## src/rtl/decode_queue.sv

```systemverilog
// decode_queue: DEPTH-entry FIFO of fetched {PC, INST} pairs between fetch
// and execute, with a combinational decode of the head entry.
//
// Ports
//   CLK, RST_N         clock, asynchronous active-low reset
//   FLUSH              discard every queued entry (ignored during MEM_WAIT)
//   MEM_WAIT           global freeze: no push, no pop, no flush
//   IN_VALID/IN_READY  fetch-side handshake, PC/INST payload
//   OUT_VALID/OUT_READY execute-side handshake on the head entry
//   DECODE_*           fields of the head entry (NOP_INST at PC 0 when empty)
//   COUNT              registered occupancy, 0..DEPTH
//
// Handshake: a transfer happens on a rising edge where valid and ready are
// both high; IN_READY depends only on registered state, RST_N and MEM_WAIT,
// never on OUT_READY, so a full queue refuses input even while it pops.
module decode_queue #(
  parameter int unsigned DEPTH    = 4,
  parameter bit          SIGN_EXT = 1'b1,
  parameter logic [31:0] NOP_INST = 32'h0000_0013
) (
  input  logic                     CLK,
  input  logic                     RST_N,
  input  logic                     FLUSH,
  input  logic                     MEM_WAIT,
  input  logic                     IN_VALID,
  output logic                     IN_READY,
  input  logic [31:0]              PC,
  input  logic [31:0]              INST,
  output logic                     OUT_VALID,
  input  logic                     OUT_READY,
  output logic [31:0]              DECODE_PC,
  output logic [16:0]              DECODE_OPCODE,
  output logic [4:0]               DECODE_RD,
  output logic [4:0]               DECODE_RS1,
  output logic [4:0]               DECODE_RS2,
  output logic [11:0]              DECODE_CSR,
  output logic [31:0]              DECODE_IMM,
  output logic                     DECODE_ILLEGAL,
  output logic [$clog2(DEPTH):0]   COUNT
);

  localparam int AW = $clog2(DEPTH);
  localparam int CW = AW + 1;
  localparam logic [CW-1:0] FULL = CW'(DEPTH);

  logic [31:0]   pc_mem_q   [DEPTH];
  logic [31:0]   inst_mem_q [DEPTH];
  logic [AW-1:0] wr_ptr_q, wr_ptr_d;
  logic [AW-1:0] rd_ptr_q, rd_ptr_d;
  logic [CW-1:0] count_q, count_d;

  logic push;
  logic pop;

  assign IN_READY  = RST_N && !MEM_WAIT && (count_q != FULL);
  assign OUT_VALID = (count_q != '0);
  assign COUNT     = count_q;

  assign push = IN_VALID && IN_READY && !FLUSH;
  assign pop  = OUT_VALID && OUT_READY && !MEM_WAIT && !FLUSH;

  // MEM_WAIT freezes everything, including a pending FLUSH.
  always_comb begin
    wr_ptr_d = wr_ptr_q;
    rd_ptr_d = rd_ptr_q;
    count_d  = count_q;
    if (MEM_WAIT) begin
      // hold
    end else if (FLUSH) begin
      wr_ptr_d = '0;
      rd_ptr_d = '0;
      count_d  = '0;
    end else begin
      if (push) wr_ptr_d = wr_ptr_q + AW'(1);
      if (pop)  rd_ptr_d = rd_ptr_q + AW'(1);
      case ({push, pop})
        2'b10:   count_d = count_q + CW'(1);
        2'b01:   count_d = count_q - CW'(1);
        default: count_d = count_q;
      endcase
    end
  end

  always_ff @(posedge CLK or negedge RST_N) begin
    if (!RST_N) begin
      wr_ptr_q <= '0;
      rd_ptr_q <= '0;
      count_q  <= '0;
    end else begin
      wr_ptr_q <= wr_ptr_d;
      rd_ptr_q <= rd_ptr_d;
      count_q  <= count_d;
    end
  end

  // Payload storage needs no reset: it is only read while COUNT != 0.
  always_ff @(posedge CLK) begin
    if (push) begin
      pc_mem_q[wr_ptr_q]   <= PC;
      inst_mem_q[wr_ptr_q] <= INST;
    end
  end

  logic [31:0] head_pc;
  logic [31:0] head_inst;
  logic        sx;
  logic        illegal_op;

  assign head_pc   = OUT_VALID ? pc_mem_q[rd_ptr_q]   : 32'h0;
  assign head_inst = OUT_VALID ? inst_mem_q[rd_ptr_q] : NOP_INST;
  assign sx        = SIGN_EXT ? head_inst[31] : 1'b0;

  assign DECODE_PC      = head_pc;
  assign DECODE_OPCODE  = {head_inst[6:0], head_inst[14:12], head_inst[31:25]};
  assign DECODE_RD      = head_inst[11:7];
  assign DECODE_RS1     = head_inst[19:15];
  assign DECODE_RS2     = head_inst[24:20];
  assign DECODE_CSR     = head_inst[31:20];
  assign DECODE_ILLEGAL = OUT_VALID && illegal_op;

  always_comb begin
    DECODE_IMM = 32'h0;
    illegal_op = 1'b0;
    case (head_inst[6:0])
      7'b1100111, 7'b0000011, 7'b0010011, 7'b0001111, 7'b1110011:
        DECODE_IMM = {{20{sx}}, head_inst[31:20]};
      7'b0100011:
        DECODE_IMM = {{20{sx}}, head_inst[31:25], head_inst[11:7]};
      7'b1100011:
        DECODE_IMM = {{19{sx}}, head_inst[31], head_inst[7], head_inst[30:25],
                      head_inst[11:8], 1'b0};
      7'b0110111, 7'b0010111:
        DECODE_IMM = {head_inst[31:12], 12'h000};
      7'b1101111:
        DECODE_IMM = {{11{sx}}, head_inst[31], head_inst[19:12], head_inst[20],
                      head_inst[30:21], 1'b0};
      7'b0110011:
        DECODE_IMM = 32'h0;
      default:
        illegal_op = 1'b1;
    endcase
  end

endmodule

```

## config.mk

```make
export PLATFORM = sky130hd
export DESIGN_NAME = decode_queue
export DESIGN_NICKNAME = d
export VERILOG_FILES = /design/src/rtl/decode_queue.sv
export SDC_FILE = /design/constraint.sdc
export NUM_CORES = 1
export LEC_CHECK = 0
export BUFFER_PORTS_ARGS = -buffer_cell sky130_fd_sc_hd__buf_2
export CELL_PAD_IN_SITES_DETAIL_PLACEMENT = 0
export CELL_PAD_IN_SITES_GLOBAL_PLACEMENT = 1
export CORE_MARGIN = 10
export CORE_UTILIZATION = 35
export DETAILED_ROUTE_END_ITERATION = 8
export PLACE_DENSITY = 0.67
export SLEW_MARGIN = 10
export SYNTH_ARGS = -nofsm -noshare
export SYNTH_HDL_FRONTEND = slang
export SYNTH_SLANG_ARGS = --single-unit
```

## constraint.sdc

```tcl
create_clock -name CLK -period 4.7 [get_ports CLK]
set_input_delay 0.705 -clock CLK [delete_from_list [all_inputs] [get_ports CLK]]
set_output_delay 0.705 -clock CLK [all_outputs]
set_load 0.02 [all_outputs]
```

==> results.sh, run 1 <==
export IMPL_crit_type="flop to output port"
export IMPL_synth_top_area_cell="edfxtp_1"
export IMPL_cts_tree="built"
export IMPL_start_util=0.3552
export IMPL_firstDrtPassIters=5
export IMPL_reg2regPathDepth=5
export IMPL_wirelength_um=25710
export IMPL_clock_power_share=0.288
export IMPL_place_area_mm2=0.01218
export IMPL_r2r_end="pc_mem_q[1][5]"
export IMPL_p_per_area_mw_per_mm2=550.2
export IMPL_arrival_ps=3700
export IMPL_grt_overflow=0
export IMPL_dieWidth_um=196.4
export IMPL_post_route_period_util=0.9364
export IMPL_grt_pass1_vias=6359
export IMPL_tns_ps=0
export IMPL_tightestPinTransition_ps=1078
export IMPL_crit_path_end_kind="output port"
export IMPL_drt_iter0_drc=271
export IMPL_fmax_ghz=0.2272
export IMPL_hold_slack_ps=376.9
export IMPL_hold_end="pc_mem_q[3][16]"
export IMPL_area_growth_pct=20.02
export IMPL_synth_warnings=0
export IMPL_seq_area_frac_synth=0.7218
export IMPL_cts_sinks=263
export IMPL_row_count=64
export IMPL_synth_fp_nets=672
export IMPL_clk_pin_slew_ps=60
export IMPL_die_h_um=196.4
export IMPL_p_switching_w=0.002474
export IMPL_max_slew_margin=0.2813
export IMPL_intPower_w=0.004720
export IMPL_layout_nets=855
export IMPL_syn_area_mm2=0.01089
export IMPL_synthCells=597
export IMPL_cts_setup_buffers=0
export IMPL_required_ps=3990
export IMPL_holdPathStages=1
export IMPL_insertion_delay_ps=540
export IMPL_slew_violations=0
export IMPL_synthArstFlopShare=0.02662
export IMPL_rsz0062_at_grt="false"
export IMPL_vias=5959
export IMPL_htree_levels=1
export IMPL_setup_violations=0
export IMPL_ant_nets=0
export IMPL_hp_class="input pin to flop"
export IMPL_reg2reg_slack_ps=2180
export IMPL_outcome="complete, no violations"
export IMPL_fill_cells=2775
export IMPL_cts_max_path_buffers=3
export IMPL_switching_share=0.3439
export IMPL_r2r_start="COUNT[2]"
export IMPL_cts_root_buf="clkbuf_16"
export IMPL_dpl_hpwl_um=16560
export IMPL_drc_errors=0
export IMPL_io_pins=184
export IMPL_grt_usage=0.1302
export IMPL_place_gp_congestion=0.8108
export IMPL_synth_area_per_cell_um2=18.25
export IMPL_synth_edf_count=256
export IMPL_core_mm2=0.03067
export IMPL_synthDominantCellAreaShare=0.7057
export IMPL_wl_per_cell_um=21.43
export IMPL_die_area_mm2=0.03858
export IMPL_viasPerCell=4.966
export IMPL_yosysUniqueCellTypes=50
export IMPL_min_period_ps=4401
export IMPL_start_kind="flop"
export IMPL_grt_pass1_wl_um=39430
export IMPL_pwr_share_seq=0.382
export IMPL_antenna_found_initial=4
export IMPL_cap_violations=0
export IMPL_hp_start="PC[16]"
export IMPL_final_area_mm2=0.01307
export IMPL_ys_ff_latch=263
export IMPL_share_comb_of_total_power=0.330
export IMPL_grt_max_degree=65
export IMPL_cts_buffers=28
export IMPL_p_leak_nw=4.600
export IMPL_synthTopCellsByArea="edfxtp_1 (71%), mux4_2 (12%), and2_1 (3.3%)"
export IMPL_synth_flop_cell="edfxtp_1"
export IMPL_ir_drop_mv=0.4229
export IMPL_hold_viol_final=0
export IMPL_drive_above_1_share=0.3967
export IMPL_critPathMaxFanout=29
export IMPL_worst_clock_skew_ps=19.23
export IMPL_port_buffers=183
-- power by group through the flow --
| stage | combinational, W | sequential, W | clock [W] |
|---|---|---|---|
| after floorplan | 0.00165 | 0.00274 | 0 |
| after global placement | 0.00244 | 0.00280 | 0 |
| after detailed placement | 0.00243 | 0.00280 | 0 |
| after CTS | 0.00244 | 0.00275 | 0.00213 |
| after global routing | 0.00259 | 0.00276 | 0.00223 |
| final | 0.00238 | 0.00275 | 0.00207 |
-- final cells by class --
| type | instances | area (um2) | share of cell area |
|---|---|---|---|
| clock inverter | 13 | 115.1 | 0.008805 |
| inverter | 12 | 45.04 | 0.003445 |
| clock buffer | 36 | 752.0 | 0.05752 |
| sequential | 263 | 7870 | 0.6020 |
| antenna | 5 | 12.51 | 0.0009570 |
| timing repair buffer | 194 | 1001 | 0.07656 |
| tap | 396 | 495.5 | 0.03790 |
| multi-input combinational | 281 | 2783 | 0.2128 |
-- logic make-up after synthesis --
| group | share of synthesized area |
|---|---|
| AOI/OAI and AO/OA | 0.03618 |
| xor gates and xnor gates | 0.001608 |
| adders and majority gates | 0.006433 |
| buffers and inverters | 0.02458 |
| DFF | 0.7218 |
| muxes | 0.1374 |
| and+or+nand+nor | 0.07202 |
-- flip-flops by register name, summed over array words and instances, names as in the netlist --
name,flops
rd_ptr_q,2
inst_mem_q,128
wr_ptr_q,2
COUNT,3
pc_mem_q,128
-- through the flow --
| step | cells | setup WS [ps] | utilization | total power (W) |
|---|---|---|---|---|
| floorplan | 597 | 1249 | - | 0.004394 |
| global placement | 1145 | 800.0 | 0.3971 | 0.005240 |
| detailed placement | 1145 | 750.4 | 0.3971 | 0.005236 |
| CTS | 1195 | 177.4 | 0.4257 | 0.007326 |
| global route | 1196 | 44.05 | 0.4260 | 0.007580 |
| finish | 1200 | 298.7 | 0.4263 | 0.007194 |
-- synth_stat cells (all sizes together), types with 2 or more instances --
| cell type | instances |
|---|---|
| and2 | 57 |
| mux2 | 8 |
| or2 | 5 |
| a21oi | 2 |
| a32oi | 4 |
| nor2 | 13 |
| clkbuf | 16 |
| nor3 | 5 |
| a31o | 2 |
| o211ai | 2 |
| a21boi | 6 |
| ha | 4 |
| inv | 12 |
| nor2b | 2 |
| o31ai | 10 |
| dfrtp | 7 |
| mux4 | 58 |
| edfxtp | 256 |
| nand2b | 6 |
| nand3 | 12 |
| o21a | 2 |
| buf | 25 |
| a311oi | 2 |
| o21ai | 21 |
| mux2i | 10 |
| nand2 | 32 |
-- layout by cell type (no fill, tap or decap), types with 4 or more instances in the layout --
master / n
mux2_2: 8
edfxtp_1: 256
buf_2: 183
and2_1: 53
clkinv_2: 4
dfrtp_1: 5
diode_2: 5
nand3_1: 12
inv_1: 11
ha_1: 4
clkbuf_1: 7
or2_2: 5
o31ai_1: 10
mux4_2: 58
buf_4: 10
mux2i_1: 10
nor2_1: 13
nand2b_1: 6
and2_4: 4
clkbuf_16: 29
a21boi_1: 6
clkinv_1: 5
a32oi_1: 4
o21ai_0: 17
nand2_1: 32
o21ai_1: 4
-- layer usage --
metal / global-route usage / up-vias / share of wire / wire length, um
li1: - / 2725 / - / -
met1: 0.1689 / 3031 / 0.44 / 11190
met2: 0.2095 / 178 / 0.47 / 12090
met3: 0.04311 / 25 / 0.079 / 2023
met4: 0.02658 / 0 / 0.016 / 411
met5: 0 / - / 0 / 0
-- critical path: stages, from the launching register on --
cell,delay (ps)
dfrtp_4,750
mux4_2,590
nand4bb_1,290
nor3_1,760
o41ai_2,210
buf_4,220
o31ai_1,90
buf_2,240
-- repair_timing --
action / in CTS / in global routing
hold endpoints to repair: 7 / 0
hold buffers: 1 / 0
resized for setup: 0 / 1
setup endpoints to repair: 0 / 13
-- worst max path at each step --
stage / start / endpoint / slack [ps]
after floorplan: RST_N / inst_mem_q[0][0] / 1250
after global placement: rd_ptr_q[1] / DECODE_IMM[18] / 800
after detailed placement: rd_ptr_q[1] / DECODE_IMM[19] / 750
after CTS: rd_ptr_q[1] / DECODE_IMM[19] / 180
after global routing: rd_ptr_q[0] / DECODE_IMM[19] / 40
final: rd_ptr_q[0] / DECODE_IMM[19] / 300
Note: power is estimated with default switching activity, not from simulation.
==> run 2: changes to the inputs <==
--- a/config.mk
+++ b/config.mk
@@ -5,7 +5,7 @@
 export SDC_FILE = /design/constraint.sdc
 export NUM_CORES = 1
 export LEC_CHECK = 0
-export BUFFER_PORTS_ARGS = -buffer_cell sky130_fd_sc_hd__buf_2
+export BUFFER_PORTS_ARGS = -buffer_cell sky130_fd_sc_hd__buf_4
 export CELL_PAD_IN_SITES_DETAIL_PLACEMENT = 0
 export CELL_PAD_IN_SITES_GLOBAL_PLACEMENT = 1
 export CORE_MARGIN = 10
==> constraint.sdc (replaced) <==
create_clock -name CLK -period 5.4 [get_ports CLK]
set_input_delay 0.81 -clock CLK [delete_from_list [all_inputs] [get_ports CLK]]
set_output_delay 0.81 -clock CLK [all_outputs]
set_load 0.02 [all_outputs]
==> results.sh, run 2 (same netlist as run 1, synthesis figures left out) <==
export IMPL_crit_path_end_kind="output port"
export IMPL_cts_sinks=263
export IMPL_viasPerCell=5.028
export IMPL_r2r_end="pc_mem_q[0][1]"
export IMPL_drt_iter0_drc=280
export IMPL_p_per_area_mw_per_mm2=487.5
export IMPL_post_route_period_util=0.8551
export IMPL_wirelength_um=26250
export IMPL_place_gp_congestion=0.8636
export IMPL_cts_setup_buffers=0
export IMPL_tightestPinTransition_ps=1038
export IMPL_ant_nets=0
export IMPL_grt_pass1_vias=6681
export IMPL_required_ps=4590
export IMPL_grt_overflow=0
export IMPL_layout_nets=853
export IMPL_drc_errors=0
export IMPL_row_count=64
export IMPL_core_mm2=0.03067
export IMPL_arrival_ps=3810
export IMPL_pre_cts_ws_ps=1323
export IMPL_drive_above_1_share=0.3935
export IMPL_reg2regPathDepth=6
export IMPL_antenna_found_initial=0
export IMPL_r2r_start="COUNT[2]"
export IMPL_cts_tree="built"
export IMPL_tns_ps=0
export IMPL_diodes=0
export IMPL_worst_clock_skew_ps=13.54
export IMPL_crit_type="flop to output port"
export IMPL_ctsResizeCount=0
export IMPL_hp_class="input pin to asynchronous set/reset pin"
export IMPL_max_slew_margin=0.3077
export IMPL_htree_levels=1
export IMPL_port_buffers=183
export IMPL_dpl_hpwl_um=16770
export IMPL_outcome="complete, no violations"
export IMPL_rsz0062_at_grt="false"
export IMPL_grt_usage=0.1328
export IMPL_fill_cells=2691
export IMPL_cap_violations=0
export IMPL_area_growth_pct=24.14
export IMPL_min_period_ps=4617
export IMPL_cts_root_buf="clkbuf_16"
export IMPL_ir_drop_mv=0.2682
export IMPL_grt_max_degree=65
export IMPL_setup_ws_ps=782.7
export IMPL_io_pins=184
export IMPL_start_kind="flop"
export IMPL_hold_viol_final=0
export IMPL_final_cell_mix="edfxtp_1 (256), buf_4 (191), mux4_2 (58)"
export IMPL_setup_violations=0
export IMPL_wl_per_cell_um=21.98
export IMPL_reg2reg_slack_ps=2750
export IMPL_die_area_mm2=0.03858
export IMPL_insertion_delay_ps=540
export IMPL_vias=6004
export IMPL_cts_buffers=29
export IMPL_grt_pass1_wl_um=40390
export IMPL_die_h_um=196.4
export IMPL_dieWidth_um=196.4
export IMPL_p_leak_nw=4.698
export IMPL_critPathMaxFanout=34
export IMPL_fmax_ghz=0.2166
export IMPL_start_util=0.3552
export IMPL_final_common_cell="edfxtp_1"
export IMPL_firstDrtPassIters=4
export IMPL_holdBufCountCts=0
export IMPL_slew_violations=0
export IMPL_clk_pin_slew_ps=60
export IMPL_cts_max_path_buffers=3
## run 2: cell types whose count changed in the layout (fill, tap and decap cells not counted), sizes merged
cell	previous run	this run
clkinv	9	12
buf	193	191
dlygate4sd3	1	0
clkinvlp	1	0
diode	5	0
clkbuf	36	35
bufinv	2	3
## run 2: stage by stage
step	instance area [um2]	util	hold slack, ps	std cells	total power, W
global route	13520	0.4409	57.86	1194	0.006950
detailed placement	12620	0.4116	552.7	1143	0.004826
finish	13520	0.4409	88.86	1194	0.006593
floorplan	10890	-	498.1	597	0.003824
global placement	12620	0.4116	538.1	1143	0.004825
CTS	13520	0.4409	58.97	1194	0.006708
## run 2: worst max-delay path by stage
stage                                  end  depth (start not counted)        start  slack [ps]
after global placement      DECODE_IMM[19]                          6  rd_ptr_q[0]        1320
after CTS                   DECODE_IMM[19]                          6  rd_ptr_q[0]         740
final                       DECODE_IMM[19]                          6  rd_ptr_q[0]         780
after detailed placement    DECODE_IMM[14]                          7  rd_ptr_q[0]        1320
after floorplan           inst_mem_q[0][0]                          5        RST_N        1840
after global routing        DECODE_IMM[19]                          6  rd_ptr_q[0]         530
## run 2: layout make-up
cell class / count / area, um2 / area share
multi-input cells: 281 / 2778 / 0.2054
flip-flops and latches: 263 / 7870 / 0.5820
well taps: 396 / 495.5 / 0.03664
repair buffers: 191 / 1434 / 0.1060
clock buffers: 35 / 748.2 / 0.05533
inverters: 12 / 45.04 / 0.003331
clock inverters: 16 / 152.6 / 0.01129
## run 2: critical path: stages, from the launching register on
cell     delay (ps)
dfrtp_4         820
mux4_2          440
nand2_1         140
nor3_1          700
a21oi_2         410
o31ai_1         490
buf_4           220
## run 2: metal layers
layer | GRT usage | part of all wire | vias up
li1 | - | - | 2720
met1 | 0.1689 | 0.42 | 3051
met2 | 0.2177 | 0.47 | 201
met3 | 0.04413 | 0.089 | 32
met4 | 0.02630 | 0.015 | 0
met5 | 0 | 0 | -
## run 2: power breakdown
part | switching, W | internal (W)
Clock | 0.000744 | 0.00112
Combinational | 0.00138 | 0.000961
Sequential | 0.0000841 | 0.00231
Total | 0.00221 | 0.00439
==> run 3: changes to the inputs <==
--- a/config.mk
+++ b/config.mk
@@ -12,6 +12,8 @@
 export CORE_UTILIZATION = 35
 export DETAILED_ROUTE_END_ITERATION = 8
 export PLACE_DENSITY = 0.67
+export RECOVER_POWER = 25
+export SKIP_CTS_REPAIR_TIMING = 1
 export SLEW_MARGIN = 10
 export SYNTH_ARGS = -nofsm -noshare
 export SYNTH_HDL_FRONTEND = slang
==> results.sh, run 3 (same netlist as run 1, synthesis figures left out) <==
export IMPL_outcome="complete, no violations"
export IMPL_crit_type="flop to output port"
export IMPL_start_util=0.3552
export IMPL_antenna_found_initial=2
export IMPL_layout_nets=853
export IMPL_die_h_um=196.4
export IMPL_port_buffers=183
export IMPL_ir_drop_mv=0.2679
export IMPL_dpl_hpwl_um=16770
export IMPL_hold_slack_ps=203.0
export IMPL_io_pins=184
export IMPL_firstDrtPassIters=4
export IMPL_drt_iter0_drc=278
export IMPL_core_mm2=0.03067
export IMPL_worst_clock_skew_ps=15.27
export IMPL_ant_nets=0
export IMPL_ff_latch_area_mm2=0.007870
export IMPL_min_period_ps=4569
export IMPL_setup_ws_ps=831.5
export IMPL_vias=6039
export IMPL_pre_cts_ws_ps=1323
export IMPL_grt_usage=0.1328
export IMPL_final_common_cell="edfxtp_1"
export IMPL_final_area_mm2=0.01336
export IMPL_cts_tree="built"
export IMPL_clk_pin_slew_ps=60
export IMPL_row_count=64
export IMPL_slew_violations=0
export IMPL_final_cell_mix="edfxtp_1 (256), buf_4 (146), mux4_2 (58)"
export IMPL_critPathMaxFanout=34
export IMPL_viasPerCell=5.049
export IMPL_grt_overflow=0
export IMPL_htree_levels=1
export IMPL_grt_pass1_wl_um=40390
export IMPL_wl_per_cell_um=22.03
export IMPL_cts_root_buf="clkbuf_16"
export IMPL_cts_max_path_buffers=3
export IMPL_cts_buffers=29
export IMPL_fmax_ghz=0.2189
export IMPL_p_leak_nw=4.535
export IMPL_hold_viol_final=0
export IMPL_wirelength_um=26340
export IMPL_rsz0062_at_grt="false"
export IMPL_cap_violations=0
export IMPL_hp_class="input pin to asynchronous set/reset pin"
export IMPL_multi_input_area_mm2=0.002778
export IMPL_tightestPinTransition_ps=1048
export IMPL_p_per_area_mw_per_mm2=492.6
export IMPL_fill_cells=2721
export IMPL_max_slew_margin=0.3012
export IMPL_arrival_ps=3760
export IMPL_start_kind="flop"
export IMPL_drc_errors=0
export IMPL_grt_max_degree=65
export IMPL_post_route_period_util=0.8460
export IMPL_setup_violations=0
export IMPL_place_area_mm2=0.01262
export IMPL_cts_sinks=263
export IMPL_dieWidth_um=196.4
export IMPL_die_area_mm2=0.03858
export IMPL_reg2regPathDepth=6
export IMPL_insertion_delay_ps=540
export IMPL_drive_above_1_share=0.3371
export IMPL_grt_pass1_vias=6681
export IMPL_place_gp_congestion=0.8636
export IMPL_required_ps=4590
export IMPL_tns_ps=0
export IMPL_crit_path_end_kind="output port"
export IMPL_area_growth_pct=22.64
[run 3: layout make-up]
cell class / instances / share of cell area
Antenna cell: 2 / 0.0003746
Timing Repair Buffer: 191 / 0.09469
Tap cell: 396 / 0.03709
Sequential cell: 263 / 0.5891
Clock buffer: 35 / 0.05601
Clock inverter: 16 / 0.01143
Inverter: 12 / 0.003372
Multi-Input combinational cell: 281 / 0.2079
[run 3: critical path, stage by stage, from the launching register on]
cell and delay (ps):
dfrtp_4 820, mux4_2 440, nand2_1 140, nor3_1 710, a21oi_2 400, o31ai_1 450, buf_4 220
[run 3: routing by layer]
metal | track usage | wire [um]
met1 | 0.1689 | 11120
met2 | 0.2177 | 12460
met3 | 0.04413 | 2353
met4 | 0.02630 | 413
met5 | 0 | 0
[run 3: path summary, 6_finish.rpt]
check | start | to | slack, ps
max | rd_ptr_q[0] | DECODE_IMM[19] | 830
min | RST_N | wr_ptr_q[1] | 200
max reg2reg | COUNT[2] | inst_mem_q[0][15] | 2750
min reg2reg | wr_ptr_q[0] | wr_ptr_q[0] | 560
max in group asynchronous | RST_N | rd_ptr_q[0] | 4840
min in group CLK | PC[16] | pc_mem_q[2][16] | 470
[run 3: through the flow]
stage | util | total power [W] | cells
after floorplan | - | 0.003824 | 597
after global placement | 0.4116 | 0.004825 | 1143
after detailed placement | 0.4116 | 0.004826 | 1143
after CTS | 0.4409 | 0.006708 | 1194
after global routing | 0.4354 | 0.006936 | 1194
final | 0.4356 | 0.006580 | 1196
[run 3: where the power goes]
group | total [W] | switching (W) | leakage [nW] | internal, W
Sequential | 0.00239 | 0.0000838 | 2.39 | 0.00231
Combinational | 0.00233 | 0.00138 | 1.70 | 0.000947
Clock | 0.00186 | 0.000746 | 0.440 | 0.00112
